### src/rtl/mem_stage_pkg.sv
// ============================================================================
// Module : mem_stage_pkg
// Brief  : Shared constants for the MEM stage: rf bundle width, load-op one-hot.
// Rev    : 1.0  initial release
// ============================================================================
`default_nettype none

package mem_stage_pkg;

  localparam int RZ      = 38;
  localparam int LD_OP_W = 5;

  // One-hot bit positions inside es_ld_op, same order EX uses to build it
  localparam int LD_B  = 0;
  localparam int LD_BU = 1;
  localparam int LD_H  = 2;
  localparam int LD_HU = 3;
  localparam int LD_W  = 4;

endpackage

`default_nettype wire

### src/rtl/load_extend.sv
// ============================================================================
// Module : load_extend
// Brief  : Selects byte/half/word from a read word and sign/zero-extends it.
// Rev    : 1.0  initial release
// ============================================================================
`default_nettype none

module load_extend
  import mem_stage_pkg::*;
(
  input  logic [31:0]         rdata,
  input  logic [1:0]          offset,
  input  logic [LD_OP_W-1:0]  ld_op,
  output logic [31:0]         ld_result
);

  logic [7:0]  w_byte;
  logic [15:0] w_half;

  always_comb begin
    w_byte    = rdata[{offset, 3'b000} +: 8];
    // Halfword misalignment is not trapped here; offset[0] is simply ignored
    w_half    = offset[1] ? rdata[31:16] : rdata[15:0];
    ld_result = '0;
    if (ld_op[LD_B])       ld_result = {{24{w_byte[7]}}, w_byte};
    else if (ld_op[LD_BU]) ld_result = {24'd0, w_byte};
    else if (ld_op[LD_H])  ld_result = {{16{w_half[15]}}, w_half};
    else if (ld_op[LD_HU]) ld_result = {16'd0, w_half};
    else if (ld_op[LD_W])  ld_result = rdata;
  end

endmodule

`default_nettype wire

### src/rtl/mem_stage.sv
// ============================================================================
// Module : mem_stage
// Brief  : CPU MEM stage: captures SRAM load data, forms the write-back bundle.
// Rev    : 1.0  initial release
// ============================================================================
`default_nettype none

module mem_stage
  import mem_stage_pkg::*;
#(
  parameter int DW = 32,
  parameter int RZ = 38
) (
  input  logic                clk,
  input  logic                resetn,
  input  logic                es2ms_valid,
  output logic                ms_allowin,
  input  logic [DW-1:0]       es_pc,
  input  logic [RZ-1:0]       es_rf_zip,
  input  logic [LD_OP_W-1:0]  es_ld_op,
  input  logic [31:0]         data_sram_rdata,
  input  logic                ws_allowin,
  output logic                ms2ws_valid,
  output logic [DW-1:0]       ms_pc,
  output logic [RZ-1:0]       ms_rf_zip,
  output logic                ms_ld_busy
);

  logic               r_ms_valid;
  logic [DW-1:0]      r_pc;
  logic               r_rf_we;
  logic [4:0]         r_waddr;
  logic [DW-1:0]      r_alu_result;
  logic [LD_OP_W-1:0] r_ld_op;
  logic [31:0]        r_rdata_buf;
  logic               r_buf_valid;
  logic               r_first_cyc;

  logic               w_ms_ready_go;
  logic               w_ms_allowin;
  logic               w_accept;
  logic               w_leave;
  logic [31:0]        w_sel_rdata;
  logic [31:0]        w_ld_result;
  logic [DW-1:0]      w_wdata;

  assign w_ms_ready_go = 1'b1;
  assign w_ms_allowin  = ~r_ms_valid | (w_ms_ready_go & ws_allowin);
  assign w_accept      = es2ms_valid & w_ms_allowin;
  assign w_leave       = r_ms_valid & w_ms_ready_go & ws_allowin;

  always_ff @(posedge clk or negedge resetn) begin
    if (!resetn) begin
      r_ms_valid   <= 1'b0;
      r_pc         <= '0;
      r_rf_we      <= 1'b0;
      r_waddr      <= '0;
      r_alu_result <= '0;
      r_ld_op      <= '0;
      r_first_cyc  <= 1'b0;
    end else begin
      if (w_ms_allowin) r_ms_valid <= es2ms_valid;
      if (w_accept) begin
        r_pc         <= es_pc;
        r_rf_we      <= es_rf_zip[DW+5];
        r_waddr      <= es_rf_zip[DW+4:DW];
        r_alu_result <= es_rf_zip[DW-1:0];
        r_ld_op      <= es_ld_op;
      end
      r_first_cyc <= w_accept;
    end
  end

  // The SRAM response is only present in the first MEM cycle; hold it across a stall
  always_ff @(posedge clk or negedge resetn) begin
    if (!resetn) begin
      r_rdata_buf <= '0;
      r_buf_valid <= 1'b0;
    end else if (w_leave) begin
      r_buf_valid <= 1'b0;
    end else if (r_first_cyc && !ws_allowin) begin
      r_rdata_buf <= data_sram_rdata;
      r_buf_valid <= 1'b1;
    end
  end

  assign w_sel_rdata = r_buf_valid ? r_rdata_buf : data_sram_rdata;

  load_extend u_load_extend (
    .rdata     (w_sel_rdata),
    .offset    (r_alu_result[1:0]),
    .ld_op     (r_ld_op),
    .ld_result (w_ld_result)
  );

  assign w_wdata     = (|r_ld_op) ? w_ld_result : r_alu_result;
  assign ms_allowin  = w_ms_allowin;
  assign ms2ws_valid = r_ms_valid & w_ms_ready_go;
  assign ms_pc       = r_pc;
  assign ms_rf_zip   = {r_rf_we & r_ms_valid, r_waddr, w_wdata};
  assign ms_ld_busy  = r_ms_valid & (|r_ld_op);

endmodule

`default_nettype wire

### config.mk
export PLATFORM = sky130hd
export DESIGN_NAME = mem_stage
export DESIGN_NICKNAME = d
export VERILOG_FILES = /design/src/rtl/mem_stage_pkg.sv /design/src/rtl/load_extend.sv /design/src/rtl/mem_stage.sv
export SDC_FILE = /design/constraint.sdc
export NUM_CORES = 1
export LEC_CHECK = 0
export CAP_MARGIN = 20
export CELL_PAD_IN_SITES_DETAIL_PLACEMENT = 1
export CELL_PAD_IN_SITES_GLOBAL_PLACEMENT = 2
export CORE_ASPECT_RATIO = 0.9
export CORE_MARGIN = 2
export CORE_UTILIZATION = 41
export CTS_CLUSTER_DIAMETER = 30
export CTS_CLUSTER_SIZE = 28
export DETAILED_ROUTE_END_ITERATION = 16
export DONT_BUFFER_PORTS = 1
export PLACE_DENSITY_LB_ADDON = 0.1
export SETUP_SLACK_MARGIN = 0.2
export SLEW_MARGIN = 5
export SYNTH_ARGS = -nofsm -noshare
export SYNTH_HDL_FRONTEND = slang
export SYNTH_HIERARCHICAL = 1
export SYNTH_SLANG_ARGS = --single-unit
### constraint.sdc
create_clock -name clk -period 5.1 [get_ports clk]
set_input_delay 1.53 -clock clk [delete_from_list [all_inputs] [get_ports clk]]
set_output_delay 1.53 -clock clk [all_outputs]
set_load 0.05 [all_outputs]
==> After elaboration in Yosys (flattened, before gate mapping) <==
Cells that the tools add are included.
{ "word_totals": {"romBits": 0, "latch_bits": 0, "input_bits": 111, "n_memories": 0, "register_bits": 110, "elab_cells": 32, "mem_bits_rw": 0} }
{ "classes": {"n_reduce_logical": 5, "order_cmp": 0, "n_addsub": 0, "n_bitwise": 7, "multipliers": 0, "n_mux": 10, "n_shift": 1, "n_eq_ne": 0, "div": 0} }
{ "op_table": {"columns": ["operator", "n"], "rows": [
  ["two-way mux 32 bit", 7],
  ["indexed part select 32 x 6 -> 8 bit", 1],
  ["two-way mux 16 bit", 1],
  ["OR reduction 5 bit", 1],
  ["bitwise AND 1 bit", 4],
  ["two-way mux 1 bit", 2],
  ["inverter 1 bit", 2],
  ["AND reduction 2 bit", 1],
  ["nonzero test 2 bit", 1],
  ["logical AND 1 bit", 1],
  ["zero test 1 bit", 1],
  ["OR 1 bit", 1]
]} }

==> Logic depth before layout (Yosys ltp) <==
{ "depth": {"word_depth": 7, "ltp_mapped": 8, "depth_no_buf": 5} }

==> Hierarchy <==
The synthesis kept the hierarchy.
{ "by_module_without_submodules": {"columns": ["mod", "area_each_um2", "instances", "cells_each"], "rows": [
  ["mem_stage", 5003.5, 1, 312],
  ["load_extend", 735.7, 1, 116]
]} }

==> Worst setup path before layout <==
OpenSTA, ideal clock, no wires.
{ "synth_timing": {"kind": "input -> output", "startpoint": "input port data_sram_rdata[31]", "endpoint": "output port ms_rf_zip[7]", "required_time_ns": 3.570, "arrival_ns": 3.059, "path_buffers": 0, "slack_ns": 0.511, "path_stages": 5, "path_cell_list": "mux2_2 mux4_2 nor2b_1 a311o_1 mux2_4"} }
{ "synth_between": {"elab_chain_len": 5} }
{ "synth_lines": {"columns": ["element", "line", "source"], "rows": [
  ["start: declaration", "mem_stage.sv:21", "input logic [31:0] data_sram_rdata,"],
  ["two-way mux 32 bit *", "mem_stage.sv:87", "assign w_sel_rdata = r_buf_valid ? r_rdata_buf : data_sram_rdata;"],
  ["indexed part select 32 x 6 -> 8 bit *", "load_extend.sv:21", "w_byte = rdata[{offset, 3'b000} +: 8];"],
  ["two-way mux 32 bit", "load_extend.sv:26", "else if (ld_op[LD_BU]) ld_result = {24'd0, w_byte};"],
  ["two-way mux 32 bit *", "load_extend.sv:25", "if (ld_op[LD_B]) ld_result = {{24{w_byte[7]}}, w_byte};"],
  ["via w_ld_result[7]", "mem_stage.sv:44", "logic [31:0] w_ld_result;"],
  ["two-way mux 32 bit *", "mem_stage.sv:96", "assign w_wdata = (|r_ld_op) ? w_ld_result : r_alu_result;"],
  ["end: declaration", "mem_stage.sv:25", "output logic [RZ-1:0] ms_rf_zip,"]
]} }
Mark *: on every way through the listed nets, which the timed path passes. The rest lies on a longest branch.

==> Worst setup path in the final report <==
{ "layout_timing": {"startpoint": "input port data_sram_rdata[23]", "endpoint": "output port ms_rf_zip[7]"} }
{ "layout_between": {"elab_chain_len": 7, "elab_cells_between_ends": 8} }
{ "layout_lines": {"columns": ["element", "line"], "rows": [
  ["two-way mux 32 bit *", "mem_stage.sv:87"],
  ["parallel branches: the longest is 4 deep, another holds indexed part select 32 x 6 -> 8 bit", null],
  ["two-way mux 32 bit *", "load_extend.sv:25"],
  ["via w_ld_result[7]", "mem_stage.sv:44"],
  ["two-way mux 32 bit *", "mem_stage.sv:96"]
]} }
Mark *: on every way through the listed nets, which the timed path passes.

==> metrics <==
wire per inst=23.0 um; average size of a mapped cell=13.4 um^2; Slew Limit Fails=0; clock-pin slew on the worst setup and hold paths=70 ps; First DRT Iteration DRCs=183; P_leak=2.52 nW; Worst path depth=5; Yosys reg bits=110; Syn Nets=539; PwrDens=481 nW/um^2; final worst path period share=92.6%; Die H=116 um; area grow syn2layout=6.32%; worst rel slew slack=33.9%; nets=523; final setup vio count=0; Synth Flop Type=dfrtp_1; Die X=129 um; number of global-route vias before repair=3,748; grt total ovfl=0; Setup CP Type=primary input to primary output; die area=15,000 um^2; initial core utilization=41.4%; WHS Path Cells=1; most common cell after layout, fill and taps aside=mux2_2; max incr delay on CP=470 ps; cells along the critical path=mux2_2 -> mux4_2 -> nor2b_1 -> a311o_1 -> mux2_4; Pwr Total=2.94 mW; maximum clock rate=0.212 GHz; Clock Root Buffer=clkbuf_16; hold slack=503 ps; top area cells in the synthesized netlist=dfrtp_1 (48%), mux2_2 (28%), mux2_4 (7.6%), o21ai_1 (1.6%), buf_2 (1.5%); maxcap violations=0; largest net degree at the start of global routing=111; Synth async-reset ratio=100%; Synth top area share=48.0%; final setup TNS=0 ps; status=finished, final reports clean; clock buffer count from CTS=9; vias per cell=5.77; core footprint=13,900 um^2; Yosys cell types=32; Post-Syn Instances=428; antenna violations before repair=1; maximum fanout along the worst path=3; post-CTS sizing=0; CTS max path bufs=2; cell taking the most area after synthesis=dfrtp_1; GRT Total Usage=18.3%; Final Hold Fails=0; dpl ws=377 ps; R2R Path Start=ms2ws_valid$_DFFE_PN0P_; hold path startpoint=r_rdata_buf[15]$_DFFE_PN0P_; Final Cell Area=6100 um^2; crit start category=primary input; CP arrival=3200 ps; DP HPWL=9570 um; Worst VDD drop=0.241 mV; latest clock arrival within the worst-skew pair=350 ps; number of synthesized flops with an enable pin=0; antenna cell count=0; CP Buf/Inv Count=0; Final ANT Viol Nets=0; CP max-delay cell=mux4_2; overall routed net length=13,500 um; most frequent cells in the layout=mux2_2 (143), dfrtp_1 (110), mux2_4 (29); final period demand of the worst path=4730 ps; drt drc=0; I/O pin count=184; layout cell share with drive strength beyond 1=47.8%; CTS tree=built; RSZ-0062 raised after global routing=no; H-tree levels=3; drt first pass iters=4; Post-CTS Setup Inserts=0; Mapped Area=5740 um^2; Req. time, crit path=3570 ps; CP top delay family=multiplexers; Critical Path End Type=primary output; R2R Path End=r_alu_result[6]$_DFFE_PN0P_; Hold Crit Class=flip-flop to flip-flop; Hold Path End=r_rdata_buf[15]$_DFFE_PN0P_; CTS Hold Buffers Added=0; Core Rows=41; # clock sinks=110; Ys Warns=6; Worst Max-Slew Pin Slew=992 ps; placed cell areas=5800 um^2; worst clock skew=4.95 ps; Vias=3,394; RePlAce Congestion=0.774; post-synthesis sequential area ratio=48.0%; first-pass GRT wire length=20,800 um; R2R setup slack=2340 ps; port bufs=0; worst setup margin=375 ps; reg2reg path depth=3
[how the worst max path moves through the flow]
stage	startpoint	to
5_1_grt	data_sram_rdata[31]	ms_rf_zip[13]
6_report	data_sram_rdata[23]	ms_rf_zip[7]
2_1_floorplan	data_sram_rdata[31]	ms_rf_zip[7]
3_3_place_gp	data_sram_rdata[23]	ms_rf_zip[7]
3_5_place_dp	data_sram_rdata[23]	ms_rf_zip[7]
4_1_cts	data_sram_rdata[23]	ms_rf_zip[7]
[sequential cells by signal, indices dropped and copies added, names as in the netlist, 5 cells and up]
signal and cells:
r_alu_result 32, r_waddr 5, ms_pc 32, r_rdata_buf 32, r_ld_op 5
[kinds of logic after synthesis]
group,synth area share [%]
flops,48.0
simple gates,3.79
buf+inv,3.84
mux,37.4
compound gates,6.98
[layout make-up]
type	count	area, um^2
Tap cell	172	215
Inverter	3	11.3
Multi-Input combinational cell	282	2770
Fill cell	1420	7750
Sequential cell	110	2750
Clock buffer	9	225
Timing Repair Buffer	6	45.0
Clock inverter	6	78.8
[report_power, final]
group / switching, mW / total [mW] / internal, mW
combinational: 0.578 / 0.939 / 0.362
clock: 0.341 / 0.731 / 0.390
sequential: 0.262 / 1.27 / 1.01
[metal layers]
metal	vias to the layer above	global-route usage, %	share of wire, %
li1	1533	-	-
met1	1712	22.0	41
met2	130	30.4	49
met3	19	6.96	8.0
met4	0	6.38	1.8
met5	-	0	0
[synth_stat cells (2+ instances only)]
cell type / instances
mux2_2: 143
dfrtp_1: 110
mux2_4: 29
o21ai_1: 18
buf_2: 17
a21oi_1: 16
clkbuf_1: 11
nor2_1: 9
mux2i_1: 8
a211oi_1: 7
a221o_1: 7
nor3_1: 7
o21ai_0: 7
o31ai_1: 7
nand2_1: 5
buf_12: 3
inv_1: 3
nand2b_1: 3
buf_6: 2
nand3_1: 2
nor2b_1: 2
or4_4: 2
[stage by stage]
stage / instances / util (%)
final: 588 / 44.1
after global routing: 588 / 44.1
after CTS: 588 / 44.1
after detailed placement: 573 / 41.9
after global placement: 573 / 41.9
after floorplan: 428 / -
Note: power is estimated with default switching activity, not from simulation.
